### config.mk
export PLATFORM = sky130hd
export DESIGN_NAME = imem_boot_loader
export DESIGN_NICKNAME = d
export VERILOG_FILES = /design/src/rtl/imem_boot_loader.sv
export SDC_FILE = /design/constraint.sdc
export NUM_CORES = 1
export LEC_CHECK = 0
export BUFFER_PORTS_ARGS = -buffer_cell sky130_fd_sc_hd__buf_2
export CAP_MARGIN = 20
export CORE_MARGIN = 2
export CORE_UTILIZATION = 40
export CTS_CLUSTER_SIZE = 40
export DETAILED_ROUTE_END_ITERATION = 10
export PLACE_DENSITY = 0.64
export SYNTH_ARGS = -nofsm -noshare
export SYNTH_HDL_FRONTEND = slang
export SYNTH_SLANG_ARGS = --single-unit
export TNS_END_PERCENT = 10
### constraint.sdc
create_clock -name clk -period 3.23 [get_ports clk]
set_clock_uncertainty 0.05 [all_clocks]
set_input_delay 0.4845 -clock clk [delete_from_list [all_inputs] [get_ports clk]]
set_output_delay 0.4845 -clock clk [all_outputs]
set_load 0.005 [all_outputs]
### src/rtl/imem_boot_loader.sv
// Byte-serial loader for the RV32I instruction SRAM: parses a length-prefixed,
// checksummed frame, writes little-endian words and releases core reset once verified.
module imem_boot_loader #(
  parameter int WORDS  = 256,
  parameter int ADDR_W = 8
) (
  input  logic              clk,
  input  logic              reset,
  input  logic              rx_valid,
  input  logic [7:0]        rx_data,
  output logic              rx_ready,
  input  logic              reload,
  output logic              mem_csb,
  output logic              mem_web,
  output logic [ADDR_W-1:0] mem_addr,
  output logic [31:0]       mem_din,
  output logic              core_reset,
  output logic              done,
  output logic              error
);

  localparam logic [2:0] S_IDLE   = 3'd0;
  localparam logic [2:0] S_HDR_LO = 3'd1;
  localparam logic [2:0] S_HDR_HI = 3'd2;
  localparam logic [2:0] S_DATA   = 3'd3;
  localparam logic [2:0] S_WRITE  = 3'd4;
  localparam logic [2:0] S_CSUM   = 3'd5;
  localparam logic [2:0] S_DONE   = 3'd6;
  localparam logic [2:0] S_ERROR  = 3'd7;

  logic [2:0]        state_q, state_d;
  logic [15:0]       len_q, len_d;
  logic [7:0]        csum_q, csum_d;
  logic [23:0]       word_q, word_d;
  logic [1:0]        byte_cnt_q, byte_cnt_d;
  logic [ADDR_W-1:0] widx_q, widx_d;
  logic [ADDR_W-1:0] addr_q, addr_d;
  logic [31:0]       din_q, din_d;

  logic              xfer_s;
  logic [15:0]       len_new_s;
  logic [15:0]       last_idx_s;

  // Output decode from the registered state
  always_comb begin
    rx_ready   = (state_q == S_HDR_LO) || (state_q == S_HDR_HI) ||
                 (state_q == S_DATA)   || (state_q == S_CSUM);
    mem_csb    = (state_q != S_WRITE);
    mem_web    = (state_q != S_WRITE);
    mem_addr   = addr_q;
    mem_din    = din_q;
    core_reset = (state_q != S_DONE);
    done       = (state_q == S_DONE);
    error      = (state_q == S_ERROR);
  end

  // Next-state and datapath update
  always_comb begin
    state_d    = state_q;
    len_d      = len_q;
    csum_d     = csum_q;
    word_d     = word_q;
    byte_cnt_d = byte_cnt_q;
    widx_d     = widx_q;
    addr_d     = addr_q;
    din_d      = din_q;
    xfer_s     = rx_valid && rx_ready;
    len_new_s  = {rx_data, len_q[7:0]};
    last_idx_s = len_q - 16'd1;

    case (state_q)
      S_IDLE: begin
        state_d = S_HDR_LO;
        csum_d  = 8'd0;
      end
      S_HDR_LO: begin
        if (xfer_s) begin
          len_d[7:0] = rx_data;
          csum_d     = csum_q + rx_data;
          state_d    = S_HDR_LO + 3'd1;
        end else begin
          state_d = S_HDR_LO;
        end
      end
      S_HDR_HI: begin
        if (xfer_s) begin
          len_d[15:8] = rx_data;
          csum_d      = csum_q + rx_data;
          // Zero-length and oversize images are rejected before any SRAM write
          if ((len_new_s == 16'd0) || (len_new_s > 16'(WORDS))) begin
            state_d = S_ERROR;
          end else begin
            widx_d     = '0;
            byte_cnt_d = 2'd0;
            state_d    = S_DATA;
          end
        end else begin
          state_d = S_HDR_HI;
        end
      end
      S_DATA: begin
        if (xfer_s) begin
          csum_d     = csum_q + rx_data;
          byte_cnt_d = byte_cnt_q + 2'd1;
          case (byte_cnt_q)
            2'd0:    word_d[7:0]   = rx_data;
            2'd1:    word_d[15:8]  = rx_data;
            2'd2:    word_d[23:16] = rx_data;
            default: begin
              addr_d  = widx_q;
              din_d   = {rx_data, word_q};
              state_d = S_WRITE;
            end
          endcase
        end else begin
          state_d = S_DATA;
        end
      end
      S_WRITE: begin
        widx_d = widx_q + {{(ADDR_W-1){1'b0}}, 1'b1};
        if (16'(widx_q) == last_idx_s) begin
          state_d = S_CSUM;
        end else begin
          state_d = S_DATA;
        end
      end
      S_CSUM: begin
        if (xfer_s) begin
          if (rx_data == csum_q) begin
            state_d = S_DONE;
          end else begin
            state_d = S_ERROR;
          end
        end else begin
          state_d = S_CSUM;
        end
      end
      S_DONE, S_ERROR: begin
        if (reload) begin
          state_d = S_HDR_LO;
          csum_d  = 8'd0;
        end else begin
          state_d = state_q;
        end
      end
      default: begin
        state_d = S_IDLE;
      end
    endcase
  end

  // State and datapath registers, asynchronously cleared
  always_ff @(posedge clk or negedge reset) begin
    if (!reset) begin
      state_q    <= S_IDLE;
      len_q      <= 16'd0;
      csum_q     <= 8'd0;
      word_q     <= 24'd0;
      byte_cnt_q <= 2'd0;
      widx_q     <= '0;
      addr_q     <= '0;
      din_q      <= 32'd0;
    end else begin
      state_q    <= state_d;
      len_q      <= len_d;
      csum_q     <= csum_d;
      word_q     <= word_d;
      byte_cnt_q <= byte_cnt_d;
      widx_q     <= widx_d;
      addr_q     <= addr_d;
      din_q      <= din_d;
    end
  end

endmodule

==> results.yml, run 1 <==
outcome:
  status: "finished with violations"
  violations: "design-rule violations"
timing:
  slew_headroom_pct: 46.6
  hold_viol_final: 0
  tns_ns: 0
  drv_slew: 0
  setup_viol: 0
  rsz0062_at_grt: "no"
  min_period_ns: 2.41
  holdWs_ns: 0.0601
  period_share_pct: 74.7
  max_freq_ghz: 0.415
  tightestPinTransition_ns: 0.798
placed_design:
  dp.final_hpwl_mm: 6.82
  gp_congestion: 0.795
  io_buffer_count: 57
  dpl.cell_count: 576
synth:
  syn_area_per_cell_sq_um: 12.2
  synth_top_family_by_area: "multiplexers"
  synth-xor-area-share_pct: 3.31
  syn_area_sq_mm: 0.00476
  synth_mux_area_share_pct: 18.0
  ys_ff_latch: 101
  synth_edf_count: 0
  synth_cell_type_count: 54
  synth_fa_ha_area_share_pct: 3.84
  ys_warn_count: 0
  syn_inst: 391
  synth-seq-area-share_pct: 53.1
  synth_compound_area_share_pct: 7.73
  async_flop_share_pct: 100
  synth_nets: 417
  synth_simple_gate_area_share_pct: 11.2
  ys.flop_type: "dfrtp_1"
clock_tree:
  post_cts_buffers: 0
  holdBufCountCts: 0
  cts_buffers: 9
  clk_pin_slew_ns: 0.07
  htree_levels: 3
  max-clock-path-buffers: 2
  cts_sinks: 101
  cts_resized: 0
  cts_tree: "yes"
  clk_latency_ns: 0.35
  clock-root-buffer: "clkbuf_16"
die:
  start_util_pct: 41.3
  die_y_um: 113
  core_area_sq_mm: 0.0115
  rows: 39
  ioPinCount: 58
  die_w_um: 113
  dieArea_sq_mm: 0.0128
drt:
  viasPerCell: 5.35
  drc: 2
  dr.pass1.iters: 7
  postRouteAntennaNets: 0
  drtIter0Drc: 72
  drt_wl_total_mm: 9.88
  routedWlPerCell_um: 16.7
  vias: 3168
cells_and_area:
  multi_input_area_sq_mm: 0.00210
  n_fill_cell: 1050
  regArea_sq_mm: 0.00253
  diodes: 0
  final_layout_size_suffix_gt1_share_pct: 34.1
  num-nets-final: 470
  area_growth_pct: 14.8
  final_cells: 592
worst_hold_path:
  hold_path_class: "in -> async"
worst_setup_path:
  rr_endpoint: "state_q[2]"
  crit_path_max_fanout: 13
  r2r_slack_ns: 0.82
  crit_arrival_ns: 2.64
  r2r-start: "len_q[0]"
  required_ns: 3.46
  rr_worst_depth: 7
  end_kind: "flop"
  critPathKind: "reg -> reg"
  startpoint_type: "flop"
grt:
  track_usage_pct: 16.5
  grt_pass1_vias: 3176
  overflow: 0
  grt_max_degree: 63
  grt_pass1_wl_mm: 16.6
  antenna_found_initial: 0
power:
  leakagePower_nw: 2.45
  powerDensity_mw_per_mm2: 992
  peakVddDrop_v: 0.000404
job:
  maxCapViolCount: 0
==> cell usage after synthesis (2+ instances only) <==
| cell | number | area share (%) |
|---|---|---|
| a32o_1 | 2 | 0.42 |
| mux2_2 | 75 | 18 |
| nand4_1 | 5 | 0.66 |
| buf_2 | 8 | 0.84 |
| nor4_1 | 3 | 0.39 |
| o31ai_1 | 2 | 0.32 |
| a21boi_0 | 2 | 0.32 |
| clkbuf_1 | 7 | 0.55 |
| and2_1 | 2 | 0.26 |
| dfrtp_1 | 101 | 53 |
| nor2_1 | 20 | 1.6 |
| a21oi_1 | 6 | 0.63 |
| o21ai_0 | 16 | 1.7 |
| a22o_1 | 4 | 0.74 |
| nand4b_1 | 4 | 0.74 |
| nor2b_1 | 5 | 0.66 |
| a31oi_1 | 4 | 0.53 |
| a211oi_1 | 2 | 0.32 |
| nor3_1 | 4 | 0.42 |
| or3_1 | 3 | 0.39 |
| nand2_1 | 32 | 2.5 |
| or4_1 | 3 | 0.47 |
| buf_4 | 2 | 0.32 |
| ha_1 | 13 | 3.4 |
| and3_1 | 3 | 0.39 |
| inv_1 | 11 | 0.87 |
| xnor2_1 | 10 | 1.8 |
| xor2_1 | 8 | 1.5 |
| nand2b_1 | 2 | 0.26 |
| o21a_1 | 3 | 0.47 |
| o211ai_1 | 4 | 0.63 |
| nand3_1 | 3 | 0.32 |
==> final cells by class <==
type	count	area share (%)
multi-input cells	261	38.4
inverters	11	0.756
clock inverters	4	1.03
well taps	143	3.28
clock buffers	12	4.33
repair buffers	60	5.91
flip-flops and latches	101	46.3
==> state kept, by name (all words and copies together), names as in the netlist <==
signal,count
len_q,16
mem_din,32
state_q,3
csum_q,8
byte_cnt_q,2
widx_q,8
word_q,24
mem_addr,8
==> power by group <==
group,switching [W],internal [W],total (W),leakage [nW]
registers,0.000492,0.00189,0.00238,1.22
clock network,0.000467,0.000607,0.00107,0.141
logic,0.000882,0.00108,0.00197,1.09
total,0.00184,0.00358,0.00542,2.45
==> critical path, stage by stage (launching register included) <==
cell	delay (ns)
dfrtp_1	0.41
inv_1	0.09
ha_1	0.42
nand2_1	0.09
or4_1	0.41
a32o_1	0.24
nor4_2	0.43
o32a_1	0.20
==> layout by cell type, fill, tap and decap left out, types with 5 or more instances in the layout <==
master,synthesis,layout
a21oi_1,6,6
xor2_1,8,8
ha_1,13,13
xnor2_1,10,10
nand4_1,5,5
o21ai_0,16,16
mux2_2,75,75
nor2_1,20,20
clkbuf_16,0,9
buf_2,8,56
inv_1,11,11
nor2b_1,5,5
dfrtp_1,101,101
nand2_1,32,31
==> worst max-delay path by stage <==
stage	depth (start not counted)	from	slack (ns)	to
finish	7	len_q[0]	0.82	state_q[2]
global route	5	len_q[2]	0.68	byte_cnt_q[0]
CTS	5	len_q[2]	0.82	byte_cnt_q[0]
detailed placement	6	rx_valid	0.78	mem_din[0]
global placement	6	rx_valid	0.81	mem_din[26]
floorplan	9	rx_data[0]	1.10	csum_q[6]
==> per-layer routing <==
| layer | GRT usage [%] | routed length (um) | vias to the layer above |
|---|---|---|---|
| met5 | 0 | 0 | - |
| met4 | 6.10 | 165 | 0 |
| met3 | 3.16 | 330 | 13 |
| met2 | 26.5 | 4750 | 44 |
| met1 | 22.3 | 4630 | 1604 |
| li1 | - | - | 1507 |
==> cell families (layout without fill, tap and decap cells) <==
kind of cell / count (synthesis) / in the layout
compound gates: 54 / 54
xor+xnor: 18 / 18
fa+ha+maj: 14 / 14
buf+inv: 29 / 87
flops: 101 / 101
mux: 76 / 76
simple gates: 99 / 99
==> per-stage QoR <==
| step | power [W] | util (%) | setup slack [ns] | instance area (sq um) |
|---|---|---|---|---|
| 3_3_place_gp | 0.00430 | 44.9 | 0.814 | 5170 |
| 6_report | 0.00542 | 47.4 | 0.819 | 5460 |
| 4_1_cts | 0.00547 | 47.4 | 0.819 | 5460 |
| 5_1_grt | 0.00583 | 47.4 | 0.680 | 5460 |
| 3_5_place_dp | 0.00438 | 44.9 | 0.783 | 5170 |
| 2_1_floorplan | 0.00374 | - | 1.10 | 4760 |
No activity file was read; power rests on OpenSTA's default activity.
==> run 2: changes to the inputs <==
PLACE_DENSITY = 0.67   (was 0.64)
clock period = 2.2 ns   (was 3.23 ns; I/O delays follow)
==> run 2 against run 1 <==
The flow still finishes with violations (design-rule violations). Flip-flop and latch count did not move. Clock power increased by 43%. Power increased by 51%. Routed wire length is 5.3% higher. Worst setup slack lost 0.70 ns. Final cell count increased by 3.7%. Critical path type unchanged.
==> results.yml, run 2 (synthesis gave the netlist of run 1 again) <==
clock_tree:
  post_cts_buffers: 0
  clk_latency_ns: 0.35
  cts_buffers: 9
  htree_levels: 3
  max-clock-path-buffers: 2
  cts_tree: "yes"
  clk_pin_slew_ns: 0.06
  clock-root-buffer: "clkbuf_16"
  cts_sinks: 101
die:
  die_y_um: 113
  die_w_um: 113
  rows: 39
  ioPinCount: 58
  core_area_sq_mm: 0.0115
  dieArea_sq_mm: 0.0128
  start_util_pct: 41.3
timing:
  period_share_pct: 94.4
  slew_headroom_pct: 65.6
  hold_viol_final: 0
  tns_ns: 0
  drv_slew: 0
  max_freq_ghz: 0.482
  fin_ws_ns: 0.124
  rsz0062_at_grt: "no"
  min_period_ns: 2.08
  setup_viol: 0
  tightestPinTransition_ns: 0.516
placed_design:
  gp_congestion: 0.848
  dp_worst_setup_slack_ns: -0.0232
  io_buffer_count: 57
  dpl.cell_count: 597
  dp.final_hpwl_mm: 7.40
drt:
  drc: 4
  dr.pass1.iters: 7
  drtIter0Drc: 122
  routedWlPerCell_um: 16.9
  drt_wl_total_mm: 10.4
  postRouteAntennaNets: 0
  vias: 3292
  viasPerCell: 5.36
outcome:
  status: "finished with violations"
  violations: "design-rule violations"
grt:
  grt_pass1_wl_mm: 17.1
  track_usage_pct: 17.2
  antenna_found_initial: 0
  overflow: 0
  grt_max_degree: 47
  grt_pass1_vias: 3333
cells_and_area:
  final_layout_size_suffix_gt1_share_pct: 38.0
  post-route-util_pct: 49.3
  diodes: 0
  final_cell_mix: "dfrtp_1 (101), mux2_2 (75), buf_2 (56)"
  n_fill_cell: 1048
  final_common_cell: "dfrtp_1"
  largest_reg_flops: 32
  multi_input_area_sq_mm: 0.00213
  regArea_sq_mm: 0.00253
  final_cells: 614
  area_growth_pct: 19.4
  num-nets-final: 492
worst_setup_path:
  end_kind: "flop"
  crit_path_max_fanout: 5
  crit_arrival_ns: 2.24
  startpoint_type: "flop"
  critPathKind: "reg -> reg"
  required_ns: 2.37
worst_hold_path:
  hold_path_class: "in -> reg"
power:
  leakagePower_nw: 2.58
  peakVddDrop_v: 0.000639
  powerDensity_mw_per_mm2: 1440
job:
  maxCapViolCount: 0
==> run 2: cell type report <==
cell class                 count  area share, %
multi-input combinational    261           37.5
inverter                      11          0.727
clock inverter                 3          0.463
tap                          143           3.15
timing repair buffer          82           9.08
sequential                   101           44.5
clock buffer                  13           4.58
==> run 2: metrics by stage <==
stage / total power [W] / cell area [sq um] / hold slack [ns]
CTS: 0.00817 / 5650 / 0.274
detailed placement: 0.00662 / 5350 / 0.284
global route: 0.00879 / 5680 / 0.327
floorplan: 0.00550 / 4760 / -0.0156
finish: 0.00817 / 5680 / 0.287
global placement: 0.00647 / 5350 / 0.273
==> run 2: what timing repair did <==
action / 4_1_cts / 5_1_grt
hold endpoints to repair: 36 / 0
gates resized for setup: 0 / 8
hold buffers: 1 / 0
endpoints found under the setup margin: 0 / 3
==> run 2: path summary, 6_finish.rpt <==
kind	startpoint	end	slack, ns	cells after the start
setup / recovery	len_q[2]	state_q[1]	0.12	7
hold / removal	reload	state_q[0]	0.29	3
setup reg to reg	len_q[2]	state_q[1]	0.12	7
hold reg to reg	word_q[17]	word_q[17]	0.43	2
max in group asynchronous	reset	csum_q[5]	1.00	3
min in group asynchronous	reset	mem_addr[3]	0.45	2
==> run 2: worst max-delay path, cell delays in order, from the launching register on <==
cell	delay, ns
dfrtp_1	0.46
buf_4	0.19
nor3_1	0.20
xnor2_1	0.12
nor4_2	0.29
nand4_1	0.18
nor4_4	0.34
o21ai_0	0.13
==> run 2: routing by layer <==
metal / vias to the layer above / part of all wire (%) / global-route usage, %
li1: 1554 / - / -
met1: 1650 / 45 / 23.2
met2: 61 / 48 / 26.8
met3: 27 / 3.5 / 3.37
met4: 0 / 3.0 / 8.21
met5: - / 0 / 0
==> run 2: power breakdown <==
group,switching [W],internal (W),leakage (nW)
registers,0.000701,0.00277,1.22
logic,0.00143,0.00174,1.22
clock network,0.000691,0.000841,0.141
==> run 3: changes to the inputs <==
RECOVER_POWER = 50   (was not set)
==> run 3 against run 2 <==
The flow still finishes with violations (design-rule violations). Combinational power is essentially flat. Critical path type unchanged. Largest power group unchanged. Final area shrank 0.46%. Worst setup slack is essentially flat. Via count grew 0.18%. Routed wire length shrank 0.23%. Critical endpoint unchanged. Flip-flop and latch count is the same. Sequential power is essentially flat. Register-to-register slack is essentially flat.
==> results.yml, run 3 (synthesis gave the netlist of run 1 again) <==
outcome:
  status: "finished with violations"
  violations: "design-rule violations"
drt:
  vias: 3298
  dr.pass1.iters: 7
  drt_wl_total_mm: 10.4
  drtIter0Drc: 119
  viasPerCell: 5.37
  postRouteAntennaNets: 0
  routedWlPerCell_um: 16.9
  drc: 4
cells_and_area:
  final_cells: 614
  final_common_cell: "dfrtp_1"
  final_cell_mix: "dfrtp_1 (101), mux2_2 (75), buf_2 (49)"
  final_layout_size_suffix_gt1_share_pct: 36.5
  area_growth_pct: 18.8
  largest_reg_flops: 32
  diodes: 0
  num-nets-final: 492
  n_fill_cell: 1057
  final_design_area_no_fill_sq_mm: 0.00565
placed_design:
  io_buffer_count: 57
  gp_congestion: 0.848
  dpl_cell_area_sq_mm: 0.00535
  dp.final_hpwl_mm: 7.40
  dpl.cell_count: 597
power:
  peakVddDrop_v: 0.000631
  leakagePower_nw: 2.55
  powerDensity_mw_per_mm2: 1440
  totalPowerFinal_w: 0.00815
worst_setup_path:
  crit_chain: "buf_4 > nor3_1 > xnor2_1 > nor4_2 > nand4_1 > nor4_4 > o21ai_0"
  cp_top_family: "simple AND/OR/NAND/NOR gates"
  r2r_slack_ns: 0.12
  critPathKind: "reg -> reg"
  crit_arrival_ns: 2.24
  required_ns: 2.37
  crit_buf_inv: 1
  startpoint_type: "flop"
  crit_path_max_fanout: 5
  crit_slowest_cell: "dfrtp_1"
  max_stage_delay_ns: 0.46
  end_kind: "flop"
die:
  dieArea_sq_mm: 0.0128
  die_w_um: 113
  start_util_pct: 41.3
  rows: 39
  ioPinCount: 58
  die_y_um: 113
  core_area_sq_mm: 0.0115
timing:
  period_share_pct: 94.4
  min_period_ns: 2.08
  max_freq_ghz: 0.482
  drv_slew: 0
  slew_headroom_pct: 36.1
  tightestPinTransition_ns: 0.959
  setup_viol: 0
  rsz0062_at_grt: "no"
  hold_viol_final: 0
clock_tree:
  cts_sinks: 101
  max-clock-path-buffers: 2
  clk_pin_slew_ns: 0.06
  clk_latency_ns: 0.35
  cts_tree: "yes"
  clock-root-buffer: "clkbuf_16"
  cts_buffers: 9
  htree_levels: 3
  post_cts_buffers: 0
grt:
  grt_pass1_vias: 3333
  grt_max_degree: 47
  overflow: 0
  antenna_found_initial: 0
  grt_pass1_wl_mm: 17.1
  track_usage_pct: 17.2
worst_hold_path:
  hold_path_class: "in -> reg"
job:
  maxCapViolCount: 0
-- run 3: changes by cell type in the layout (fill, tap and decap cells not counted) --
cell	previous run	this run
buf_12	3	2
buf_2	56	49
clkbuf_2	0	2
clkbuf_1	2	9
buf_4	22	21
-- run 3: power by group --
| part | total, W | internal [W] | switching (W) |
|---|---|---|---|
| Combinational | 0.00315 | 0.00172 | 0.00143 |
| Sequential | 0.00347 | 0.00277 | 0.000704 |
| Clock | 0.00153 | 0.000841 | 0.000692 |
-- run 3: final timing paths --
kind / from / cells after the start / end
worst max-delay path: len_q[2] / 7 / state_q[1]
worst min-delay path: reload / 3 / state_q[0]
worst max register to register: len_q[2] / 7 / state_q[1]
worst min register to register: word_q[17] / 2 / word_q[17]
max in group asynchronous: reset / 3 / mem_din[16]
min in group asynchronous: reset / 2 / mem_addr[3]
-- run 3: metrics by stage --
step                      setup slack, ns  setup TNS (ns)  hold WS, ns  utilization [%]
final                               0.123               0        0.287             49.1
after global routing              0.00207               0        0.327             49.1
after CTS                         0.00378               0        0.274             49.0
after detailed placement          -0.0232         -0.0232        0.284             46.5
after global placement             0.0286               0        0.273             46.5
after floorplan                     0.185               0      -0.0156                -
-- run 3: routing by layer --
layer / vias up / wire length, um / track usage (%)
li1: 1554 / - / -
met1: 1656 / 4700 / 23.2
met2: 61 / 5000 / 26.8
met3: 27 / 369 / 3.37
met4: 0 / 311 / 8.21
met5: - / 0 / 0
-- run 3: area by class of cell --
cell class | count | area (sq um) | share of cell area (%)
Clock buffer | 13 | 260 | 4.60
Clock inverter | 3 | 26.3 | 0.465
Inverter | 11 | 41.3 | 0.731
Multi-Input combinational cell | 261 | 2130 | 37.7
Sequential cell | 101 | 2530 | 44.7
Tap cell | 143 | 179 | 3.17
Timing Repair Buffer | 82 | 489 | 8.66
-- run 3: timing repair --
item / in CTS / in global routing
gates resized for setup: 0 / 8
setup endpoints to repair: 0 / 3
hold buffers: 1 / 0
hold endpoints to repair: 36 / 0
-- run 3: tightest hold or removal path, cell delays in order --
cell	delay (ns)
buf_2	0.12
nand2_1	0.08
a32oi_1	0.10
